### src/rtl/clk_div_multi.sv
// clk_div_multi: NUM_CH independent programmable clock dividers with tick strobes.
// Each channel counts 0..active_div, toggles clk_out and pulses tick at the
// terminal count. Divisor writes land in a shadow register and are promoted at
// the next terminal count, so a running clock never sees a runt pulse.
// Optional feature macro: CLKDIV_SYNC_EN adds sync_in, which phase-aligns all
// channels and promotes shadow divisors immediately.

module clk_div_ch #(
    parameter int               CNT_W       = 16,
    parameter logic [CNT_W-1:0] DIV_DEFAULT = CNT_W'(1349)
) (
    input  logic             clk,
    input  logic             reset,
    input  logic             en,
    input  logic             wr,
    input  logic [CNT_W-1:0] wr_div,
`ifdef CLKDIV_SYNC_EN
    input  logic             sync,
`endif
    output logic             clk_out,
    output logic             tick
);

    logic [CNT_W-1:0] cnt_q,    cnt_d;
    logic [CNT_W-1:0] active_q, active_d;
    logic [CNT_W-1:0] shadow_q, shadow_d;
    logic             clk_q,    clk_d;
    logic             tick_q,   tick_d;

    // Next-state: sync beats enable, enable beats terminal count.
    always_comb begin
        cnt_d    = cnt_q;
        active_d = active_q;
        shadow_d = wr ? wr_div : shadow_q;
        clk_d    = clk_q;
        tick_d   = 1'b0;
`ifdef CLKDIV_SYNC_EN
        if (sync) begin
            // A write in the sync cycle takes effect on both registers.
            cnt_d    = '0;
            clk_d    = 1'b0;
            active_d = wr ? wr_div : shadow_q;
        end else
`endif
        if (!en) begin
            // Idle channel: nothing to glitch, so promote the divisor now.
            cnt_d    = '0;
            clk_d    = 1'b0;
            active_d = wr ? wr_div : shadow_q;
        end else if (cnt_q == active_q) begin
            // shadow_q (not shadow_d): a same-cycle write waits one more period.
            cnt_d    = '0;
            tick_d   = 1'b1;
            clk_d    = ~clk_q;
            active_d = shadow_q;
        end else begin
            cnt_d    = cnt_q + CNT_W'(1);
        end
    end

    // Channel state registers.
    always_ff @(posedge clk or negedge reset) begin
        if (!reset) begin
            cnt_q    <= '0;
            active_q <= DIV_DEFAULT;
            shadow_q <= DIV_DEFAULT;
            clk_q    <= 1'b0;
            tick_q   <= 1'b0;
        end else begin
            cnt_q    <= cnt_d;
            active_q <= active_d;
            shadow_q <= shadow_d;
            clk_q    <= clk_d;
            tick_q   <= tick_d;
        end
    end

    assign clk_out = clk_q;
    assign tick    = tick_q;

endmodule

module clk_div_multi #(
    parameter  int NUM_CH      = 2,
    parameter  int CNT_W       = 16,
    parameter  int DIV_DEFAULT = 1349,
    localparam int CH_W        = (NUM_CH > 1) ? $clog2(NUM_CH) : 1
) (
    input  logic              clk,
    input  logic              reset,
    input  logic [NUM_CH-1:0] ch_en,
    input  logic              cfg_we,
    input  logic [CH_W-1:0]   cfg_ch,
    input  logic [CNT_W-1:0]  cfg_div,
`ifdef CLKDIV_SYNC_EN
    input  logic              sync_in,
`endif
    output logic [NUM_CH-1:0] clk_out,
    output logic [NUM_CH-1:0] tick
);

    // Addresses >= NUM_CH match no channel, so such writes fall on the floor.
    for (genvar i = 0; i < NUM_CH; i++) begin : g_ch
        logic wr;
        assign wr = cfg_we && (cfg_ch == CH_W'(i));

        clk_div_ch #(
            .CNT_W       (CNT_W),
            .DIV_DEFAULT (CNT_W'(DIV_DEFAULT))
        ) u_ch (
            .clk     (clk),
            .reset   (reset),
            .en      (ch_en[i]),
            .wr      (wr),
            .wr_div  (cfg_div),
`ifdef CLKDIV_SYNC_EN
            .sync    (sync_in),
`endif
            .clk_out (clk_out[i]),
            .tick    (tick[i])
        );
    end

endmodule

### config.mk
export PLATFORM = sky130hd
export DESIGN_NAME = clk_div_multi
export DESIGN_NICKNAME = d
export VERILOG_FILES = /design/src/rtl/clk_div_multi.sv
export SDC_FILE = /design/constraint.sdc
export NUM_CORES = 1
export LEC_CHECK = 0
export CAP_MARGIN = 20
export CORE_MARGIN = 3
export CORE_UTILIZATION = 25
export CTS_CLUSTER_DIAMETER = 50
export DETAILED_ROUTE_END_ITERATION = 10
export SLEW_MARGIN = 15
export SYNTH_ARGS = -nofsm -noshare
export SYNTH_HDL_FRONTEND = slang
export SYNTH_SLANG_ARGS = --single-unit
### constraint.sdc
create_clock -name clk -period 3.05 [get_ports clk]
set_input_delay 0.61 -clock clk [delete_from_list [all_inputs] [get_ports clk]]
set_output_delay 0.61 -clock clk [all_outputs]
set_load 0.02 [all_outputs]
; Word-level counts from Yosys, hierarchy flattened
; Index checks and enable logic that the tools add are counted.
; W data, S select, Z words.
[word_totals]
reg_bits = 100
inputBits = 22
[classes]
add_sub_neg = 2
n_eq_ne = 4
n_mux = 18
n_bitwise = 3
reduce_logical = 2
[ops]
columns = cell, n
row1 = $mux W16, 10
row2 = $add A16 B1 Y16 const B, 2
row3 = $eq A16 B16 Y1, 2
row4 = $mux W1, 8
row5 = $ne A2 B1 Y1 const B, 2
row6 = $not A1 Y1, 3
row7 = $logic_and A1 B1 Y1, 2

; Logic depth before layout (Yosys ltp)
; Gate-level depths: netlist (run 1).
[logic_depth]
depth_word = 4
ltp_mapped = 8
mapped_depth_nobuf = 5

; By module
; Synthesis (run 1) repeated with hierarchy kept, for this count alone.
[unflattened]
hier_cells = 422
area_unflattened_um2 = 4863.4
[by_module_without_submodules]
columns = mod, instances, cells_per_inst, area_each_um2, seq_area_each_um2
row1 = clk_div_ch, 2, 210, 2423.6, 1263.7
row2 = clk_div_multi, 1, 2, 16.3, 0.0

; Worst setup path before layout (run 1)
; No wires, ideal clock.
[synth_path]
kind = input to register
startpoint = input cfg_ch
endpoint = register g_ch[0].u_ch.active_q[11]
setup_time_ps = 137
arrival_ps = 1654
t_required_ps = 2913
slack_ps = 1259
cell_stages = 6
n_path_buf = 2
path_cell_list = nand2b_1 -> clkbuf_1 -> buf_2 -> mux2_2 -> nor2_1 -> a21oi_1
[synth_via]
elab_chain_len = 4
[synth_rtl]
columns = element, line
row1 = "start, declared", 93  ; input logic [CH_W-1:0] cfg_ch,
row2 = $not A1 Y1, 105  ; assign wr = cfg_we && (cfg_ch == CH_W'(i));
row3 = $logic_and A1 B1 Y1, 105
row4 = $mux W16, 49  ; active_d = wr ? wr_div : shadow_q;
row5 = $mux W16, 45  ; if (!en) begin
row6 = "end signal, assigned", 71  ; active_q <= active_d;
row7 = "end, declared", 25  ; logic [CNT_W-1:0] active_q, active_d;
; No other way between the ends.
; A chain may end at the register's enable or synchronous reset.

; Worst setup path after layout (run 1)
[layout_path]
startpoint = register g_ch[1].u_ch.active_q[10]
endpoint = register g_ch[1].u_ch.cnt_q[3]
[layout_via]
elab_chain_len = 3
[layout_rtl]
columns = element, line
row1 = "start, declared", 25
row2 = "start signal, assigned", 71
row3 = $eq A16 B16 Y1, 50  ; end else if (cnt_q == active_q) begin
row4 = $mux W16, 50
row5 = $mux W16, 45
row6 = named net g_ch[1].u_ch.cnt_d[3], 24  ; logic [CNT_W-1:0] cnt_q, cnt_d;
row7 = "end signal, assigned", 70  ; cnt_q <= cnt_d;
row8 = "end, declared", 24
; The timed path passes the listed nets, and every way through them passes these cells.

==> results by group, run 1 <==
Drt
  • Drt pass-1 iters: 4
  • WL/cell: 14.0 microns
  • Vias: 2880
  • Initial drt markers: 164
  • # DRC: 0
  • Vias per cell: 4.37
  • Drt total wl: 9.22 mm
  • Post-DRT Antenna Nets: 0

Floorplanning
  • Ports: 26
  • Site Rows: 49
  • Core Box Area: 0.0182 sq mm
  • DIE HEIGHT: 143 microns
  • Die X: 143 microns
  • Total die area: 0.0205 sq mm
  • Initial Utilization: 25.8%

Logic synthesis
  • Area leader, netlist: dfrtp_1
  • Synthesized flop and latch total: 100
  • Dominant cells by area after synthesis: dfrtp_1, dfstp_2, mux2_2
  • Seq/Total Area, Yosys: 53.7%
  • Ys flop type: dfrtp_1
  • Yosys cell types: 26
  • Mapped Nets: 430
  • EDFF count, synth: 0
  • FFs w/ async S/R, synth: 100%
  • Cells after synthesis: 406
  • Top cell type's share of synthesized area: 42.6%
  • Synth Cell Area: 0.00470 sq mm
  • Top-count cell post-synth: dfrtp_1
  • Ys Warns: 0
  • Mean post-synth cell area: 11.6 sq um
  • Commonest cells post-synth: dfrtp_1, nor2_1, xnor2_1

Timing
  • RSZ-0062 raised after global routing: false
  • Max Freq: 441 MHz
  • Setup-failing EPs final: 0
  • Slew Viols, Final: 0
  • Minimum clock period: 2.27 ns
  • Relative slew slack: 49.6%
  • Fin Setup TNS: 0 ns
  • Hold_ws: 0.337 ns
  • Period utilization: 74.3%
  • Fin. Hold Viols: 0
  • Clock skew: 0.00687 ns
  • Slew of the pin with the lowest slew margin: 0.756 ns

Power
  • Power per cell area: 576 mW/mm^2
  • LEAKAGE: 2.15 nW
  • Peak supply drop: 0.000253 V

Run status
  • Status: complete, no violations

Layout
  • Post-route cell area: 0.00546 sq mm
  • Fill cells: 1837
  • Area delta synth->final: 16.2%
  • Diodes inserted: 0
  • Share of layout cells above drive strength 1: 18.6%
  • Nets: 449
  • Final design utilization: 30.0%
  • Non-filler cells, final: 659

Critical path
  • Required time of the critical path: 3.25 ns
  • FF-to-FF End: g_ch[1].u_ch.cnt_q[3]
  • Crit end category: flop
  • Worst Reg-to-Reg Cells: 6
  • Worst r2r src: g_ch[1].u_ch.active_q[10]
  • Crit path launch type: flop
  • Worst Path Class, Setup: reg2reg
  • Flop2flop setup slack: 0.78 ns
  • Critical path data arrival time: 2.47 ns
  • Crit path max fanout: 19

Clock network
  • Num CTS Buffers: 9
  • # resized after CTS: 0
  • Clk sinks: 100
  • Worst skew pair latency: 0.34 ns
  • Postcts setup bufs: 0
  • H-tree level count: 3
  • CTS root buf: clkbuf_16
  • CTS tree: yes
  • Register clock-pin slew on the reported worst setup and hold paths: 0.06 ns
  • CTS Hold Buffers Added: 0
  • CTS Buffer Depth: 2

Job
  • Max_cap viols: 0

Global route
  • Vias in the first global route: 3022
  • GRT Util Overall: 9.56%
  • Total gr overflow: 0
  • M3 GR Usage: 3.48%
  • Met1 usage: 13.1%
  • Pin count of the biggest net entering global routing: 58
  • Initial antenna violation count: 0
  • Layer with the highest usage: met2
  • First-pass GRT wire length: 15.4 mm
  • GR Util met2: 14.5%

Placement
  • HPWL Detailed: 6.56 mm
  • Placed cell count: 643
  • DP Area: 0.00515 sq mm
  • Placer congestion estimate: 0.801
  • Port buffer count: 25

Min path
  • Worst Hold Class: in2async
==> registers in the layout, indices dropped and copies added (netlist names) <==
name and cells:
g_ch.u_ch.active_q 32, g_ch.u_ch.cnt_q 32, g_ch.u_ch.clk_out 2, g_ch.u_ch.shadow_q 32, g_ch.u_ch.tick 2
==> metrics by stage <==
step	worst slack, ns	power (mW)
3_3_place_gp	0.788	1.95
2_1_floorplan	1.26	1.83
5_1_grt	0.580	3.31
6_report	0.783	3.15
3_5_place_dp	0.748	1.97
4_1_cts	0.738	3.20
==> worst max-delay path by stage <==
stage	startpoint	endpoint	slack [ns]	cells past startpoint
floorplan	cfg_ch	g_ch[0].u_ch.active_q[11]	1.26	6
global route	g_ch[1].u_ch.active_q[10]	g_ch[1].u_ch.cnt_q[13]	0.58	6
global placement	cfg_we	g_ch[1].u_ch.active_q[3]	0.79	5
CTS	g_ch[1].u_ch.active_q[10]	g_ch[1].u_ch.cnt_q[5]	0.74	6
finish	g_ch[1].u_ch.active_q[10]	g_ch[1].u_ch.cnt_q[3]	0.78	6
detailed placement	cfg_we	g_ch[1].u_ch.active_q[9]	0.75	5
==> cell usage in the layout (no fill, tap or decap) <==
master           synthesis  routed
clkinvlp_4               0       2
xor2_1                  22      22
buf_4                    6       8
bufinv_16                0       2
clkdlybuf4s50_1          0      24
and3_1                   4       4
nand2_1                  8       8
nand3_1                 12      12
nor2_1                  65      65
and3_2                   1       1
clkinv_4                 0       1
mux2i_1                 32      32
dfstp_2                 20      20
dfrtp_1                 80      80
nand2b_1                 3       3
and2_1                   3       3
clkinv_2                 0       1
and2_2                   1       1
xnor2_1                 40      40
nor3_1                   1       1
clkbuf_16                0       9
nand4_1                 12      12
mux2_2                  32      32
inv_1                    2       2
and4_1                   7       7
buf_12                   2       1
nor4_4                   0       2
ha_1                     2       2
clkbuf_1                11       1
a21oi_1                 32      32
==> final cells by class <==
| cell class | instances | area, sq um | area share (%) |
|---|---|---|---|
| clock buffers | 10 | 229 | 4.19 |
| clock inverters | 6 | 88.8 | 1.63 |
| multi-input cells | 279 | 2000 | 36.7 |
| repair buffers | 33 | 320 | 5.86 |
| inverters | 2 | 7.51 | 0.137 |
| flip-flops and latches | 100 | 2530 | 46.3 |
| well taps | 229 | 287 | 5.24 |
==> worst max-delay path: stages, from the launching register on <==
cell,delay [ns]
dfstp_2,0.54
xnor2_1,0.13
nand4_1,0.18
nor4_4,0.30
buf_4,0.35
nand2b_1,0.52
nor2_1,0.12
==> where the power goes <==
group / switching (mW) / internal [mW]
Clock: 0.490 / 0.719
Combinational: 0.170 / 0.184
Sequential: 0.0953 / 1.49
==> metal layers <==
metal | share of wire [%] | vias up | wire, microns
li1 | - | 1411 | -
met1 | 50 | 1420 | 4640
met2 | 44 | 43 | 4060
met3 | 4.8 | 6 | 439
met4 | 0.85 | 0 | 78
met5 | 0 | - | 0
==> kinds of logic (layout without fill, tap and decap cells) <==
group                      after synthesis  after routing  synth area share, %
and+or+nand+nor                        119            119                 12.3
adders and majority gates                2              2                0.532
DFF                                    100            100                 53.7
muxes                                   64             64                 14.5
xor gates and xnor gates                62             62                 11.5
AOI/OAI and AO/OA                       32             32                 3.41
buffers and inverters                   27             51                 4.02
Note: power is estimated with default switching activity, not from simulation.
==> inputs of run 2 (changes only) <==
==> constraint.sdc (replaced) <==
create_clock -name clk -period 2.2 [get_ports clk]
set_input_delay 0.44 -clock clk [delete_from_list [all_inputs] [get_ports clk]]
set_output_delay 0.44 -clock clk [all_outputs]
set_load 0.02 [all_outputs]
==> run 2 against run 1 <==
  * Largest cell class unchanged
  * Highest routed layer unchanged
  * Non-clock buffer count increased by 3
  * Die area unchanged
  * Routed wire length decreased by 1.2%
  * Count of clock-buffer cells in the layout increased by 2
==> results by group, run 2 (synthesis gave the netlist of run 1 again) <==
Clock network
  • Num CTS Buffers: 9 (unchanged)
  • # resized after CTS: 0 (unchanged)
  • Register clock-pin slew on the reported worst setup and hold paths: 0.07 ns (was 0.06 ns)
  • CTS Buffer Depth: 2 (unchanged)
  • Worst skew pair latency: 0.34 ns (about the same)
  • CTS root buf: clkbuf_16 (unchanged)
  • CTS tree: yes (unchanged)
  • H-tree level count: 3 (unchanged)
  • Clk sinks: 100 (unchanged)
  • CTS Hold Buffers Added: 0 (unchanged)
  • Postcts setup bufs: 0 (unchanged)

Critical path
  • Crit end category: flop (unchanged)
  • CP Buf/Inv Count: 1 (unchanged)
  • FF-to-FF End: g_ch[1].u_ch.active_q[11] (was g_ch[1].u_ch.cnt_q[3])
  • Cells along the critical path: xnor2_1 -> nand4_1 -> nor4_4 -> buf_4 -> mux2i_1 -> a21oi_1 (was xnor2_1 -> nand4_1 -> nor4_4 -> buf_4 -> nand2b_1 -> nor2_1)
  • Worst r2r src: g_ch[1].u_ch.active_q[0] (was g_ch[1].u_ch.active_q[10])
  • Crit path depth: 6 (unchanged)
  • CP max stage delay: 0.55 ns (was 0.54 ns)
  • Crit path launch type: flop (unchanged)
  • Crit-path slowest cell: dfstp_2 (unchanged)
  • Required time of the critical path: 2.41 ns (was 3.25 ns)
  • Crit path max-delay family: flip-flops (was simple AND/OR/NAND/NOR gates)
  • Crit path max fanout: 13 (was 19)
  • Flop2flop setup slack: 0.27 ns (was 0.78 ns)
  • Worst Path Class, Setup: reg2reg (unchanged)
  • Critical path data arrival time: 2.14 ns (was 2.47 ns)
  • Worst Reg-to-Reg Cells: 6 (unchanged)

Floorplanning
  • Total die area: 0.0205 sq mm (unchanged)
  • DIE HEIGHT: 143 microns (unchanged)
  • Ports: 26 (unchanged)
  • Initial Utilization: 25.8% (unchanged)
  • Die X: 143 microns (unchanged)
  • Site Rows: 49 (unchanged)
  • Core Box Area: 0.0182 sq mm (unchanged)

Run status
  • Status: complete, no violations (unchanged)

Placement
  • Placed cell count: 646 (was 643)
  • HPWL Detailed: 6.48 mm (was 6.56 mm)
  • Port buffer count: 25 (unchanged)
  • Placer congestion estimate: 0.790 (was 0.801)

Timing
  • Clock skew: 0.00775 ns (was 0.00687 ns)
  • Slew Viols, Final: 0 (unchanged)
  • Relative slew slack: 62.7% (was 49.6%)
  • Setup-failing EPs final: 0 (unchanged)
  • Fin. Hold Viols: 0 (unchanged)
  • RSZ-0062 raised after global routing: false (unchanged)
  • Hold_ws: 0.132 ns (was 0.337 ns)
  • Max Freq: 518 MHz (was 441 MHz)
  • Period utilization: 87.7% (was 74.3%)
  • Minimum clock period: 1.93 ns (was 2.27 ns)
  • Fin Setup TNS: 0 ns (unchanged)
  • Slew of the pin with the lowest slew margin: 0.559 ns (was 0.756 ns)

Layout
  • Non-filler cells, final: 662 (was 659)
  • Regs by FF count: g_ch.u_ch.active_q (32), g_ch.u_ch.cnt_q (32), g_ch.u_ch.shadow_q (32) (unchanged)
  • Most frequent cells in the layout: dfrtp_1, nor2_1, xnor2_1 (unchanged)
  • Share of layout cells above drive strength 1: 19.2% (was 18.6%)
  • Diodes inserted: 0 (unchanged)
  • Most common cell after layout, fill and taps aside: dfrtp_1 (unchanged)
  • Nets: 452 (was 449)
  • Final design utilization: 30.2% (was 30.0%)
  • Area delta synth->final: 16.9% (was 16.2%)

Job
  • Max_cap viols: 0 (unchanged)

Power
  • Psw: 1.02 mW (was 755 uW)
  • Power per cell area: 780 mW/mm^2 (was 576 mW/mm^2)
  • Logic gate share of total power: 11.6% (was 11.3%)
  • Sw Ratio: 23.8% (was 24.0%)
  • Part of the power in the clock network: 37.2% (was 38.4%)
  • Sequential share of power: 51.1% (was 50.3%)
  • LEAKAGE: 2.18 nW (was 2.15 nW)
  • Internal: 3.27 mW (was 2.39 mW)
  • Peak supply drop: 0.000322 V (was 0.000253 V)

Global route
  • Total gr overflow: 0 (unchanged)
  • First-pass GRT wire length: 15.3 mm (was 15.4 mm)
  • GRT Util Overall: 9.47% (was 9.56%)
  • Pin count of the biggest net entering global routing: 101 (was 58)
  • Initial antenna violation count: 0 (unchanged)
  • Vias in the first global route: 3025 (was 3022)

Drt
  • Drt pass-1 iters: 5 (was 4)
  • WL/cell: 13.8 microns (was 14.0 microns)
  • Vias per cell: 4.41 (was 4.37)
  • Post-DRT Antenna Nets: 0 (unchanged)
  • # DRC: 0 (unchanged)
  • Drt total wl: 9.11 mm (was 9.22 mm)
  • Vias: 2917 (was 2880)
  • Initial drt markers: 156 (was 164)

Min path
  • Worst Hold Class: in2async (unchanged)
[run 2: changes by cell type in the layout (fill, tap and decap cells not counted)]
cell / change
buf_12: +2
buf_4: +1
bufinv_16: -1
clkinv_4: -1
clkinv_2: +1
clkinvlp_4: -1
clkbuf_8: +2
[run 2: through the flow]
step	setup WS (ns)	instance area [sq um]	power [mW]
CTS	0.248	5500	4.35
floorplan	0.456	4700	2.54
finish	0.270	5500	4.29
global placement	0.326	5190	2.71
detailed placement	0.297	5190	2.73
global route	0.101	5500	4.51
[run 2: power by group through the flow]
stage                     logic [mW]  registers, mW  clock network (mW)
after floorplan                0.355           2.18                   0
after detailed placement       0.505           2.23                   0
after global routing           0.563           2.22                1.73
after global placement         0.489           2.22                   0
after CTS                      0.508           2.20                1.65
final                          0.499           2.19                1.60
[run 2: area by class of cell]
type | count | area (sq um)
fillers | 1823 | 12700
flip-flops and latches | 100 | 2530
multi-input cells | 279 | 2000
repair buffers | 36 | 368
well taps | 229 | 287
clock buffers | 12 | 256
clock inverters | 4 | 47.5
inverters | 2 | 7.51
[run 2: how the worst max path moves through the flow]
stage / slack, ns / end / from
after floorplan: 0.46 / g_ch[1].u_ch.cnt_q[9] / g_ch[1].u_ch.active_q[10]
after global placement: 0.33 / g_ch[1].u_ch.active_q[15] / g_ch[1].u_ch.active_q[0]
after detailed placement: 0.30 / g_ch[1].u_ch.active_q[7] / g_ch[1].u_ch.active_q[0]
after CTS: 0.25 / g_ch[1].u_ch.active_q[11] / g_ch[1].u_ch.active_q[0]
after global routing: 0.10 / g_ch[1].u_ch.active_q[11] / g_ch[1].u_ch.cnt_q[10]
final: 0.27 / g_ch[1].u_ch.active_q[11] / g_ch[1].u_ch.active_q[0]
[run 2: routing by layer]
layer,track usage (%),vias up,part of all wire (%)
met5,0,-,0
met4,2.70,0,1.2
met3,3.35,11,4.5
met2,14.0,48,43
met1,13.1,1435,51
li1,-,1423,-
[run 2: worst register-to-register path, stage by stage (launching register included)]
cell     delay [ns]
dfstp_2        0.55
xnor2_1        0.13
nand4_1        0.18
nor4_4         0.34
buf_4          0.30
mux2i_1        0.23
a21oi_1        0.08
